<file path="config.mk">
export PLATFORM = sky130hd
export DESIGN_NAME = multi_ctrl_flat
export DESIGN_NICKNAME = d
export VERILOG_FILES = /design/src/rtl/multi_ctrl_pkg.sv /design/src/rtl/multi_ctrl_if.sv /design/src/rtl/multi_ctrl_alu_decoder.sv /design/src/rtl/multi_ctrl.sv /design/src/flat_wrapper.sv
export SDC_FILE = /design/constraint.sdc
export NUM_CORES = 1
export LEC_CHECK = 0
export ABC_AREA = 1
export BUFFER_PORTS_ARGS = -buffer_cell sky130_fd_sc_hd__buf_4
export CAP_MARGIN = 20
export CORE_AREA = 8 8 46 52
export DETAILED_ROUTE_END_ITERATION = 10
export DIE_AREA = 0 0 54 60
export PLACE_DENSITY = 0.79
export SLEW_MARGIN = 40
export SYNTH_ARGS = -nofsm -noshare
export SYNTH_HDL_FRONTEND = slang
export SYNTH_SLANG_ARGS = --single-unit
</file>
<file path="constraint.sdc">
create_clock -name ctrl_bus_clk -period 4.3 [get_ports ctrl_bus_clk]
set_input_delay 0.43 -clock ctrl_bus_clk [delete_from_list [all_inputs] [get_ports ctrl_bus_clk]]
set_output_delay 0.43 -clock ctrl_bus_clk [all_outputs]
set_load 0.005 [all_outputs]
</file>
<file path="src/rtl/multi_ctrl_pkg.sv">
// multi_ctrl_pkg: shared types and constants for the multi-cycle CPU control.
//   state_t      - control FSM state encoding (ADDI states only when
//                  MULTI_CTRL_ADDI_EN is defined)
//   OP_*         - opcode values (inst[31:26])
//   FUNCT_*      - R-type funct values (inst[5:0])
//   ALU_*        - alu_ctrl_sig codes
//   SRCB_*       - alu_srcB select values
//   ALUOP_*      - coarse ALU request passed to alu_decoder
package multi_ctrl_pkg;

    typedef enum logic [3:0] {
        S_FETCH  = 4'd0,
        S_DECODE = 4'd1,
        S_MEMADR = 4'd2,
        S_MEMRD  = 4'd3,
        S_MEMWB  = 4'd4,
        S_MEMWR  = 4'd5,
        S_EXEC   = 4'd6,
        S_ALUWB  = 4'd7,
        S_BRANCH = 4'd8,
        S_JUMP   = 4'd9
`ifdef MULTI_CTRL_ADDI_EN
        ,
        S_ADDIEX = 4'd10,
        S_ADDIWB = 4'd11
`endif
    } state_t;

    localparam logic [5:0] OP_RTYPE = 6'b000000;
    localparam logic [5:0] OP_LW    = 6'b100011;
    localparam logic [5:0] OP_SW    = 6'b101011;
    localparam logic [5:0] OP_BEQ   = 6'b000100;
    localparam logic [5:0] OP_J     = 6'b000010;
    localparam logic [5:0] OP_ADDI  = 6'b001000;

    localparam logic [5:0] FUNCT_ADD = 6'b100000;
    localparam logic [5:0] FUNCT_SUB = 6'b100010;
    localparam logic [5:0] FUNCT_AND = 6'b100100;
    localparam logic [5:0] FUNCT_OR  = 6'b100101;
    localparam logic [5:0] FUNCT_SLT = 6'b101010;

    localparam logic [2:0] ALU_AND = 3'b000;
    localparam logic [2:0] ALU_OR  = 3'b001;
    localparam logic [2:0] ALU_ADD = 3'b010;
    localparam logic [2:0] ALU_SUB = 3'b110;
    localparam logic [2:0] ALU_SLT = 3'b111;

    localparam logic [1:0] SRCB_REG  = 2'b00;
    localparam logic [1:0] SRCB_FOUR = 2'b01;
    localparam logic [1:0] SRCB_IMM  = 2'b10;
    localparam logic [1:0] SRCB_BOFF = 2'b11;

    localparam logic [1:0] ALUOP_ADD   = 2'b00;
    localparam logic [1:0] ALUOP_SUB   = 2'b01;
    localparam logic [1:0] ALUOP_FUNCT = 2'b10;

endpackage

</file>
<file path="src/rtl/multi_ctrl_if.sv">
// ctrl_bus_if: clock and reset bundle for the multi-cycle control block.
//   clk - single system clock
//   rst - synchronous, active-low reset
// Modports: central (consumer, used by multi_ctrl), driver (clock/reset source).
interface ctrl_bus_if;
    logic clk;
    logic rst;

    modport central (input clk, input rst);
    modport driver  (output clk, output rst);
endinterface

</file>
<file path="src/rtl/multi_ctrl_alu_decoder.sv">
// alu_decoder: combinational ALU control decode.
//   aluop_i     - 00 add, 01 sub, 10 decode from funct (11 treated as add)
//   funct_i     - R-type funct field
//   alu_ctrl_o  - ALU operation code
//   funct_bad_o - funct decode requested but funct is not supported
module alu_decoder
    import multi_ctrl_pkg::*;
(
    input  logic [1:0] aluop_i,
    input  logic [5:0] funct_i,
    output logic [2:0] alu_ctrl_o,
    output logic       funct_bad_o
);

    always_comb begin
        alu_ctrl_o  = ALU_ADD;
        funct_bad_o = 1'b0;
        case (aluop_i)
            ALUOP_ADD: alu_ctrl_o = ALU_ADD;
            ALUOP_SUB: alu_ctrl_o = ALU_SUB;
            ALUOP_FUNCT: begin
                case (funct_i)
                    FUNCT_ADD: alu_ctrl_o = ALU_ADD;
                    FUNCT_SUB: alu_ctrl_o = ALU_SUB;
                    FUNCT_AND: alu_ctrl_o = ALU_AND;
                    FUNCT_OR:  alu_ctrl_o = ALU_OR;
                    FUNCT_SLT: alu_ctrl_o = ALU_SLT;
                    // Unknown funct still executes as add, but is flagged.
                    default: begin
                        alu_ctrl_o  = ALU_ADD;
                        funct_bad_o = 1'b1;
                    end
                endcase
            end
            default: alu_ctrl_o = ALU_ADD;
        endcase
    end

endmodule

</file>
<file path="src/rtl/multi_ctrl.sv">
// multi_ctrl: main control FSM of the multi-cycle MIPS-subset CPU.
// Moore FSM, one state per cycle; outputs decode from the state, with
// ireg/pc write gated by mem_ready in FETCH and pc write gated by zero in
// BRANCH. Memory-access states hold until mem_ready.
// Optional feature: define MULTI_CTRL_ADDI_EN to add ADDIEX/ADDIWB and execute
// addi; otherwise addi is flagged as illegal.
// Ports:
//   ctrl_bus        - clk, rst (sync, active-low)
//   op, funct       - opcode / funct from the instruction register
//   zero            - ALU zero flag
//   mem_ready       - memory completes the current access this cycle
//   mem_req, mem_write, i_or_d - memory request, write, address select
//   ireg_write_enab, pc_write_enab, pc_src, jmp - IR/PC control
//   alu_srcA, alu_srcB, alu_ctrl_sig            - ALU operand/op selects
//   reg_dst, reg_write, mem_to_reg              - register file control
//   illegal_op      - sticky unsupported opcode/funct flag
//   state_o         - current FSM state (observation)
module multi_ctrl
    import multi_ctrl_pkg::*;
#(
    parameter int N_OP    = 6,
    parameter int N_FUNCT = 6
) (
    ctrl_bus_if.central       ctrl_bus,
    input  logic [N_OP-1:0]    op,
    input  logic [N_FUNCT-1:0] funct,
    input  logic               zero,
    input  logic               mem_ready,
    output logic               mem_req,
    output logic               mem_write,
    output logic               i_or_d,
    output logic               ireg_write_enab,
    output logic               pc_write_enab,
    output logic               pc_src,
    output logic               jmp,
    output logic               alu_srcA,
    output logic [1:0]         alu_srcB,
    output logic [2:0]         alu_ctrl_sig,
    output logic               reg_dst,
    output logic               reg_write,
    output logic               mem_to_reg,
    output logic               illegal_op,
    output state_t             state_o
);

    state_t     state_q, state_d;
    logic       illegal_q, illegal_d;
    logic [1:0] aluop;
    logic       alu_en;
    logic [2:0] dec_ctrl;
    logic       funct_bad;

    alu_decoder u_alu_decoder (
        .aluop_i     (aluop),
        .funct_i     (funct),
        .alu_ctrl_o  (dec_ctrl),
        .funct_bad_o (funct_bad)
    );

    always_ff @(posedge ctrl_bus.clk) begin
        if (!ctrl_bus.rst) begin
            state_q   <= S_FETCH;
            illegal_q <= 1'b0;
        end else begin
            state_q   <= state_d;
            illegal_q <= illegal_d;
        end
    end

    always_comb begin
        state_d   = state_q;
        illegal_d = illegal_q;
        case (state_q)
            S_FETCH:  if (mem_ready) state_d = S_DECODE;
            S_DECODE: begin
                case (op)
                    OP_LW, OP_SW: state_d = S_MEMADR;
                    OP_RTYPE:     state_d = S_EXEC;
                    OP_BEQ:       state_d = S_BRANCH;
                    OP_J:         state_d = S_JUMP;
`ifdef MULTI_CTRL_ADDI_EN
                    OP_ADDI:      state_d = S_ADDIEX;
`else
                    OP_ADDI: begin
                        state_d   = S_FETCH;
                        illegal_d = 1'b1;
                    end
`endif
                    default: begin
                        state_d   = S_FETCH;
                        illegal_d = 1'b1;
                    end
                endcase
            end
            S_MEMADR: state_d = (op == OP_SW) ? S_MEMWR : S_MEMRD;
            S_MEMRD:  if (mem_ready) state_d = S_MEMWB;
            S_MEMWB:  state_d = S_FETCH;
            S_MEMWR:  if (mem_ready) state_d = S_FETCH;
            S_EXEC: begin
                state_d = S_ALUWB;
                if (funct_bad) illegal_d = 1'b1;
            end
            S_ALUWB:  state_d = S_FETCH;
            S_BRANCH: state_d = S_FETCH;
            S_JUMP:   state_d = S_FETCH;
`ifdef MULTI_CTRL_ADDI_EN
            S_ADDIEX: state_d = S_ADDIWB;
            S_ADDIWB: state_d = S_FETCH;
`endif
            default:  state_d = S_FETCH;
        endcase
    end

    // ALU request per state; kept apart from the output decode so the
    // decoder result feeds forward without a loop through one block.
    always_comb begin
        aluop  = ALUOP_ADD;
        alu_en = 1'b0;
        case (state_q)
            S_FETCH, S_DECODE, S_MEMADR: alu_en = 1'b1;
`ifdef MULTI_CTRL_ADDI_EN
            S_ADDIEX: alu_en = 1'b1;
`endif
            S_EXEC: begin
                alu_en = 1'b1;
                aluop  = ALUOP_FUNCT;
            end
            S_BRANCH: begin
                alu_en = 1'b1;
                aluop  = ALUOP_SUB;
            end
            default: alu_en = 1'b0;
        endcase
    end

    always_comb begin
        mem_req         = 1'b0;
        mem_write       = 1'b0;
        i_or_d          = 1'b0;
        ireg_write_enab = 1'b0;
        pc_write_enab   = 1'b0;
        pc_src          = 1'b0;
        jmp             = 1'b0;
        alu_srcA        = 1'b0;
        alu_srcB        = SRCB_REG;
        alu_ctrl_sig    = alu_en ? dec_ctrl : 3'b000;
        reg_dst         = 1'b0;
        reg_write       = 1'b0;
        mem_to_reg      = 1'b0;
        case (state_q)
            S_FETCH: begin
                mem_req         = 1'b1;
                alu_srcB        = SRCB_FOUR;
                ireg_write_enab = mem_ready;
                pc_write_enab   = mem_ready;
            end
            S_DECODE: alu_srcB = SRCB_BOFF;
            S_MEMADR: begin
                alu_srcA = 1'b1;
                alu_srcB = SRCB_IMM;
            end
            S_MEMRD: begin
                mem_req = 1'b1;
                i_or_d  = 1'b1;
            end
            S_MEMWB: begin
                reg_write  = 1'b1;
                mem_to_reg = 1'b1;
            end
            S_MEMWR: begin
                mem_req   = 1'b1;
                mem_write = 1'b1;
                i_or_d    = 1'b1;
            end
            S_EXEC:  alu_srcA = 1'b1;
            S_ALUWB: begin
                reg_write = 1'b1;
                reg_dst   = 1'b1;
            end
            S_BRANCH: begin
                alu_srcA      = 1'b1;
                pc_src        = 1'b1;
                pc_write_enab = zero;
            end
            S_JUMP: begin
                jmp           = 1'b1;
                pc_write_enab = 1'b1;
            end
`ifdef MULTI_CTRL_ADDI_EN
            S_ADDIEX: begin
                alu_srcA = 1'b1;
                alu_srcB = SRCB_IMM;
            end
            S_ADDIWB: reg_write = 1'b1;
`endif
            default: ;
        endcase
        // Nothing fires while reset is held, whatever state is latched.
        if (!ctrl_bus.rst) begin
            mem_req         = 1'b0;
            mem_write       = 1'b0;
            i_or_d          = 1'b0;
            ireg_write_enab = 1'b0;
            pc_write_enab   = 1'b0;
            pc_src          = 1'b0;
            jmp             = 1'b0;
            alu_srcA        = 1'b0;
            alu_srcB        = SRCB_REG;
            alu_ctrl_sig    = 3'b000;
            reg_dst         = 1'b0;
            reg_write       = 1'b0;
            mem_to_reg      = 1'b0;
        end
    end

    assign illegal_op = illegal_q;
    assign state_o    = state_q;

endmodule
</file>
<file path="src/flat_wrapper.sv">
// flat-port wrapper written by rule: the top's interface ports become plain ports
module multi_ctrl_flat import multi_ctrl_pkg::*;
#(
    parameter int N_OP    = 6,
    parameter int N_FUNCT = 6
)
  (op, funct, zero, mem_ready, mem_req, mem_write, i_or_d, ireg_write_enab, pc_write_enab, pc_src, jmp, alu_srcA, alu_srcB, alu_ctrl_sig, reg_dst, reg_write, mem_to_reg, illegal_op, state_o, ctrl_bus_clk, ctrl_bus_rst);
  ctrl_bus_if ctrl_bus_i ();
  input  logic [N_OP-1:0] op;
  input  logic [N_FUNCT-1:0] funct;
  input  logic zero;
  input  logic mem_ready;
  output logic mem_req;
  output logic mem_write;
  output logic i_or_d;
  output logic ireg_write_enab;
  output logic pc_write_enab;
  output logic pc_src;
  output logic jmp;
  output logic alu_srcA;
  output logic [1:0] alu_srcB;
  output logic [2:0] alu_ctrl_sig;
  output logic reg_dst;
  output logic reg_write;
  output logic mem_to_reg;
  output logic illegal_op;
  output state_t state_o;
  input wire logic [$bits(ctrl_bus_i.clk)-1:0] ctrl_bus_clk;
  input wire logic [$bits(ctrl_bus_i.rst)-1:0] ctrl_bus_rst;
  assign ctrl_bus_i.clk = ctrl_bus_clk;
  assign ctrl_bus_i.rst = ctrl_bus_rst;
  multi_ctrl #(.N_OP(N_OP), .N_FUNCT(N_FUNCT)) u_core (.ctrl_bus(ctrl_bus_i), .op(op), .funct(funct), .zero(zero), .mem_ready(mem_ready), .mem_req(mem_req), .mem_write(mem_write), .i_or_d(i_or_d), .ireg_write_enab(ireg_write_enab), .pc_write_enab(pc_write_enab), .pc_src(pc_src), .jmp(jmp), .alu_srcA(alu_srcA), .alu_srcB(alu_srcB), .alu_ctrl_sig(alu_ctrl_sig), .reg_dst(reg_dst), .reg_write(reg_write), .mem_to_reg(mem_to_reg), .illegal_op(illegal_op), .state_o(state_o));
endmodule
</file>
==> results.sh, run 1 <==
export IMPL_status="finished clean"
export IMPL_antennaDiodeCount=0
export IMPL_finalSetupViolCount=0
export IMPL_yosys_cell_types_count=22
export IMPL_worstSetupPathType="reg2out"
export IMPL_crit_required_ns=3.87
export IMPL_hold_path_class="in2reg"
export IMPL_finClkSkew_ns=0.00490
export IMPL_initial_core_util_pct=43.6
export IMPL_worst_path_max_delay_cell="dfxtp_1"
export IMPL_tns_ns=0
export IMPL_coreArea_um2=1640
export IMPL_antenna_found_initial=0
export IMPL_synthesis_yosys_warnings=0
export IMPL_grt_pass1_vias=906
export IMPL_hpwl_mm=1.97
export IMPL_ys_seq_area_share_pct=14.0
export IMPL_vias_per_cell=5.03
export IMPL_drv_slew=0
export IMPL_cts_tree="yes"
export IMPL_worst_setup_path_start_kind="flop"
export IMPL_rsz0062_at_grt="no"
export IMPL_post_cts_buffers=0
export IMPL_cts_made_buffers=3
export IMPL_ioPinCount=37
export IMPL_cpPeakStageDelay_ns=0.37
export IMPL_nets=190
export IMPL_crit_start="u_core.state_o[3]$_SDFFE_PN0P_"
export IMPL_dr_pass1_iters=4
export IMPL_slew_headroom_pct=75.2
export IMPL_cap_violations=0
export IMPL_async_flop_share_pct=0
export IMPL_num_vias=950
export IMPL_r2r_start="u_core.state_o[3]$_SDFFE_PN0P_"
export IMPL_critPathMaxFanout=5
export IMPL_clk_latency_ns=0.24
export IMPL_p_per_area_nw_per_um2=155
export IMPL_synth_edf_count=0
export IMPL_worstMarginPinSlew_ns=0.372
export IMPL_clock_path_buffers=2
export IMPL_worstPathBufferInverterCount=4
export IMPL_hold_viol=0
export IMPL_worst_r2r_endpoint="u_core.illegal_op$_SDFFE_PN0P_"
export IMPL_root_buffer="clkbuf_4"
export IMPL_syn2layout_area_growth_pct=44.1
export IMPL_wl_mm=2.28
export IMPL_route_detailed_drc=0
export IMPL_drtIter0Drc=24
export IMPL_die_y_um=60
export IMPL_p_leak_nw=0.551
export IMPL_path_clk_slew_ns=0.05
export IMPL_whs_ns=0.447
export IMPL_htreeDepth=1
export IMPL_peakVddDrop_uv=172
export IMPL_dieArea_um2=3240
export IMPL_grt_max_degree=13
export IMPL_wl_per_cell_um=12.1
export IMPL_syn_nets=150
export IMPL_cp_endpoint="alu_ctrl_sig[2]"
export IMPL_crit_chain="inv_2, nand2_1, nor2_1, ha_1, inv_1, nor3_1, or2_2, inv_1, nor2_1, buf_4"
export IMPL_reg2regPathDepth=10
export IMPL_finalCritPeriodShare_pct=54.2
export IMPL_port_buffers=36
export IMPL_overflow=0
export IMPL_syn_area_um2=716
export IMPL_syn_avg_cell_area_um2=5.42
export IMPL_postCtsHoldBufs=0
export IMPL_layout_min_cycle_time_ns=2.33
export IMPL_cp_depth=10
export IMPL_timing_fmax_mhz=429
export IMPL_syn_inst=132
export IMPL_ant_nets=0
export IMPL_yosys_most_used_dff="dfxtp_1"
export IMPL_dp_slack_ns=2.25
export IMPL_r2r_slack_ns=2.78
export IMPL_ys_ff_latch=5
export IMPL_grt_pass1_wl_mm=3.70
export IMPL_cts_sinks=5
export IMPL_drive_gt1_share_pct=35.1
export IMPL_setup_ws_ns=1.97
export IMPL_num_rows=16
export IMPL_cp_end_kind="output port"
export IMPL_path_delay_family="simple AND/OR/NAND/NOR gates"
export IMPL_arrival_ns=1.90
export IMPL_grt_use_total_pct=14.8
export IMPL_gp_routability_congestion=0.948
export IMPL_die_w_um=54
export IMPL_ctsResizeCount=0
export IMPL_fin_util_pct=62.8
cells in the final DEF, fill, tap and decap left out:
cell	instances
dfxtp_1	5
a21boi_1	1
nor3_1	1
a21oi_1	7
clkbuf_1	1
nor2_4	4
nand2_1	26
o211ai_1	1
nand2_2	7
o21ai_0	1
a31oi_2	1
buf_4	36
inv_2	3
clkbuf_4	3
nor2_1	30
nand3_1	10
a31oi_1	1
inv_1	22
or2_2	1
nor2_2	3
nand4_1	3
nand3_2	1
nand2_4	1
ha_1	2
stage by stage:
step,total power [W],instance area (µm²),instances
after floorplan,0.0000778,716,132
after global placement,0.000104,1000,185
after detailed placement,0.000105,1000,185
after CTS,0.000162,1030,189
after global routing,0.000174,1030,189
final,0.000160,1030,189
worst min-delay path by stage:
stage | depth (start not counted) | to | from
floorplan | 2 | u_core.state_o[1]$_SDFFE_PN0P_ | ctrl_bus_rst
global placement | 4 | u_core.illegal_op$_SDFFE_PN0P_ | u_core.illegal_op$_SDFFE_PN0P_
detailed placement | 4 | u_core.illegal_op$_SDFFE_PN0P_ | u_core.illegal_op$_SDFFE_PN0P_
CTS | 3 | u_core.state_o[1]$_SDFFE_PN0P_ | ctrl_bus_rst
global route | 3 | u_core.state_o[1]$_SDFFE_PN0P_ | ctrl_bus_rst
finish | 3 | u_core.state_o[1]$_SDFFE_PN0P_ | ctrl_bus_rst
kinds of logic (layout without fill, tap and decap cells):
| group | count (synthesis) | in the layout | share of synthesized area (%) |
|---|---|---|---|
| AOI/OAI and AO/OA | 12 | 12 | 10.3 |
| adders and majority gates | 2 | 2 | 3.50 |
| buffers and inverters | 26 | 65 | 13.6 |
| DFF | 5 | 5 | 14.0 |
| and+or+nand+nor | 87 | 87 | 58.6 |
worst register-to-register path, stage by stage, from the launching register on:
cell	delay [ns]
dfxtp_1	0.45
inv_2	0.13
nor2_4	0.11
nand2_2	0.09
ha_1	0.22
inv_1	0.09
nor2_2	0.05
nand3_1	0.07
nand2_1	0.05
nor2_1	0.09
nor2_1	0.04
area by class of cell:
cell class              count  area, µm²
clock buffers               4       26.3
fillers                   173        611
inverters                  25       93.8
multi-input cells         101        518
flip-flops and latches      5        100
well taps                  18       22.5
repair buffers             36        270
per-layer routing:
metal  track usage (%)  up-vias  share of wire (%)
li1                  -      486                  -
met1              15.7      437                 38
met2              27.9       25                 56
met3              2.99        2                6.0
met4              4.23        0               0.53
met5                 0        -                  0
state kept, by name, summed over array words and instances, names as in the netlist:
signal	count
u_core.illegal_op	1
u_core.state_o	4
power by group:
part           internal, W  switching [W]   total, W
Clock            0.0000352      0.0000204  0.0000556
Combinational    0.0000257      0.0000270  0.0000527
Sequential       0.0000485     0.00000300  0.0000515
cells in the mapped netlist (2+ instances only):
cell	n	area (µm²)
nand4_1	3	18.8
a21oi_1	7	35.0
nor2_1	30	113
inv_1	22	82.6
nand3_1	10	50.1
nor2_4	4	45.0
nor2_2	3	18.8
ha_1	2	25.0
dfxtp_1	5	100
nand2_1	26	97.6
inv_2	3	11.3
nand2_2	7	43.8
(Power assumes the default switching activity.)
==> run 2, diff against run 1 <==
--- a/config.mk
+++ b/config.mk
@@ -5,13 +5,13 @@
 export SDC_FILE = /design/constraint.sdc
 export NUM_CORES = 1
 export LEC_CHECK = 0
-export ABC_AREA = 1
+export ABC_AREA = 0
 export BUFFER_PORTS_ARGS = -buffer_cell sky130_fd_sc_hd__buf_4
 export CAP_MARGIN = 20
-export CORE_AREA = 8 8 46 52
+export CORE_AREA = 8 8 47 53
 export DETAILED_ROUTE_END_ITERATION = 10
-export DIE_AREA = 0 0 54 60
-export PLACE_DENSITY = 0.79
+export DIE_AREA = 0 0 55 61
+export PLACE_DENSITY = 0.71
 export SLEW_MARGIN = 40
 export SYNTH_ARGS = -nofsm -noshare
 export SYNTH_HDL_FRONTEND = slang
==> constraint.sdc (replaced) <==
create_clock -name ctrl_bus_clk -period 2.45 [get_ports ctrl_bus_clk]
set_input_delay 0.245 -clock ctrl_bus_clk [delete_from_list [all_inputs] [get_ports ctrl_bus_clk]]
set_output_delay 0.245 -clock ctrl_bus_clk [all_outputs]
set_load 0.005 [all_outputs]
==> run 2 against run 1 <==
  * Cell count is 17% lower
  * Total power is 67% higher
  * Sequential cell count is the same
  * Combinational power rose by 57%
  * Utilization shrank 6.0 points
  * Critical path type unchanged
  * Critical endpoint is now alu_ctrl_sig[0]
==> results.sh, run 2 <==
export IMPL_postCtsHoldBufs=0
export IMPL_peakVddDrop_uv=205
export IMPL_p_leak_nw=0.414
export IMPL_vias_per_cell=5.56
export IMPL_stdcell_count=156
export IMPL_dp_cells=152
export IMPL_power_share_clock_pct=35.7
export IMPL_dp_slack_ns=0.394
export IMPL_grt_pass1_vias=771
export IMPL_async_flop_share_pct=0
export IMPL_syn_area_um2=644
export IMPL_cpPeakStageDelay_ns=0.38
export IMPL_worstPathBufferInverterCount=1
export IMPL_initial_core_util_pct=38.3
export IMPL_synthesis_yosys_warnings=0
export IMPL_post_cts_buffers=0
export IMPL_coreArea_um2=1680
export IMPL_met3_usage_pct=2.94
export IMPL_fillers=166
export IMPL_met1_usage_pct=14.9
export IMPL_tns_ns=0
export IMPL_slew_headroom_pct=67.2
export IMPL_yosysTopAreaCellShare_pct=15.5
export IMPL_finalCritPeriodShare_pct=92.0
export IMPL_drv_slew=0
export IMPL_syn2layout_area_growth_pct=48.2
export IMPL_p_int_w=0.000189
export IMPL_crit_required_ns=2.20
export IMPL_power_frac_seq_pct=33.2
export IMPL_power_share_switching_pct=29.0
export IMPL_syn_avg_cell_area_um2=6.32
export IMPL_synth_edf_count=0
export IMPL_crit_chain="or2_1, nor2_1, nand2_1, ha_1, nor4_1, buf_4"
export IMPL_r2r_slack_ns=0.81
export IMPL_ant_nets=0
export IMPL_die_y_um=61
export IMPL_cts_made_buffers=3
export IMPL_path_clk_slew_ns=0.04
export IMPL_synth_area_leaders="dfxtp_1 16%, nor2_1 9.9%, nand2_1 7.6%, nand2b_1 5.8%, a21oi_1 5.4%"
export IMPL_layout_common_cells="37 x buf_4, 17 x nor2_1, 13 x nand2_1"
export IMPL_finClkSkew_ns=0.000223
export IMPL_num_rows=16
export IMPL_combPwrFrac_pct=31.1
export IMPL_ys_seq_area_share_pct=15.5
export IMPL_htreeDepth=1
export IMPL_finalSetupViolCount=0
export IMPL_wl_per_cell_um=14.1
export IMPL_place_area_um2=926
export IMPL_grt_max_degree=16
export IMPL_path_delay_family="simple AND/OR/NAND/NOR gates"
export IMPL_syn_nets=120
export IMPL_status="finished clean"
export IMPL_critPathMaxFanout=14
export IMPL_grt_use_total_pct=12.8
export IMPL_port_buffers=36
export IMPL_syn_inst=102
export IMPL_route_detailed_drc=0
export IMPL_clk_latency_ns=0.24
export IMPL_dr_pass1_iters=4
export IMPL_synth_most_common_cell="nor2_1"
export IMPL_rsz0062_at_grt="no"
export IMPL_hold_viol=0
export IMPL_overflow=0
export IMPL_clock_path_buffers=2
export IMPL_yosys_cell_types_count=33
export IMPL_cp_end_kind="output port"
export IMPL_layout_min_cycle_time_ns=2.25
export IMPL_whs_ns=0.207
export IMPL_busiest_layer="met2"
export IMPL_grt_pass1_wl_mm=3.38
export IMPL_netlist_top_cells_count="17 x nor2_1, 13 x nand2_1, 7 x a21oi_1"
export IMPL_die_w_um=55
export IMPL_p_per_area_nw_per_um2=279
export IMPL_cts_sinks=5
export IMPL_worstMarginPinSlew_ns=0.492
export IMPL_antennaDiodeCount=0
export IMPL_cts_tree="yes"
export IMPL_wl_mm=2.20
export IMPL_gp_routability_congestion=0.811
export IMPL_ys_ff_latch=5
export IMPL_worstSetupPathType="reg2out"
export IMPL_arrival_ns=2.01
export IMPL_largest_reg_flops=4
export IMPL_setup_ws_ns=0.197
export IMPL_antenna_found_initial=0
export IMPL_design_area_um2=955
export IMPL_grtUsageMet2_pct=22.2
export IMPL_cap_violations=0
export IMPL_ioPinCount=37
export IMPL_mostFrequentLayoutCell="buf_4"
export IMPL_synth_top_area_cell="dfxtp_1"
export IMPL_yosys_most_used_dff="dfxtp_1"
export IMPL_dieArea_um2=3360
export IMPL_nets=157
export IMPL_worst_path_max_delay_cell="dfxtp_2"
export IMPL_root_buffer="clkbuf_4"
export IMPL_drtIter0Drc=26
export IMPL_timing_fmax_mhz=444
export IMPL_power_switching_w=0.0000772
export IMPL_drive_gt1_share_pct=33.3
export IMPL_hpwl_mm=1.81
export IMPL_hold_path_class="in2reg"
export IMPL_num_vias=868
export IMPL_worst_setup_path_start_kind="flop"
==> run 2: cell count changes after synthesis, sizes merged, moves of 2 or more <==
cell / delta
clkbuf: +4
xnor2: +2
nand4: -3
nand3: -6
o21ai: +3
o22ai: +2
nand2: -21
nor3: +5
nor4: +3
inv: -20
nand2b: +6
nor2b: +2
a41oi: +2
nor2: -20
==> run 2: layout make-up <==
cell class | instances | area (µm²) | share of cell area [%]
Clock buffer | 4 | 26.3 | 2.75
Multi-Input combinational cell | 87 | 507 | 53.1
Tap cell | 18 | 22.5 | 2.36
Inverter | 5 | 18.8 | 1.97
Timing Repair Buffer | 37 | 278 | 29.1
Sequential cell | 5 | 103 | 10.7
==> run 2: power groups by stage <==
stage	combinational (W)	sequential, W	clock [W]
floorplan	0.0000375	0.0000879	0
CTS	0.0000832	0.0000883	0.0000977
detailed placement	0.0000827	0.0000897	0
global placement	0.0000816	0.0000898	0
finish	0.0000828	0.0000884	0.0000949
global route	0.0000909	0.0000887	0.000101
==> run 2: timing repair <==
| item | 4_1_cts | 5_1_grt |
|---|---|---|
| setup endpoints to repair | 0 | 3 |
| resized for setup | 0 | 2 |
| hold endpoints to repair | 0 | 0 |
==> run 2: routing by layer <==
layer	vias up	part of all wire, %
met4	0	0
li1	439	-
met5	-	0
met1	392	39
met2	37	49
met3	0	12
==> run 2: kinds of logic after synthesis <==
group           after synthesis  synth area share [%]
simple gates                 59                  46.2
compound gates               23                  24.3
buf+inv                      10                  5.82
flops                         5                  15.5
xor+xnor                      2                  2.72
fa+ha+maj                     2                  3.88
mux                           1                  1.55
==> run 2: per-stage QoR <==
step	power, W	utilization (%)
2_1_floorplan	0.000125	-
3_3_place_gp	0.000171	55.1
3_5_place_dp	0.000172	55.1
4_1_cts	0.000269	56.6
5_1_grt	0.000281	56.8
6_report	0.000266	56.8
==> run 2: worst paths after layout <==
| kind | cells after the start | startpoint | endpoint |
|---|---|---|---|
| max | 6 | u_core.state_o[1]$_SDFFE_PN0P_ | alu_ctrl_sig[0] |
| min | 2 | op[4] | u_core.state_o[3]$_SDFFE_PN0P_ |
| max reg2reg | 6 | u_core.state_o[1]$_SDFFE_PN0P_ | u_core.illegal_op$_SDFFE_PN0P_ |
| min reg2reg | 2 | u_core.illegal_op$_SDFFE_PN0P_ | u_core.illegal_op$_SDFFE_PN0P_ |
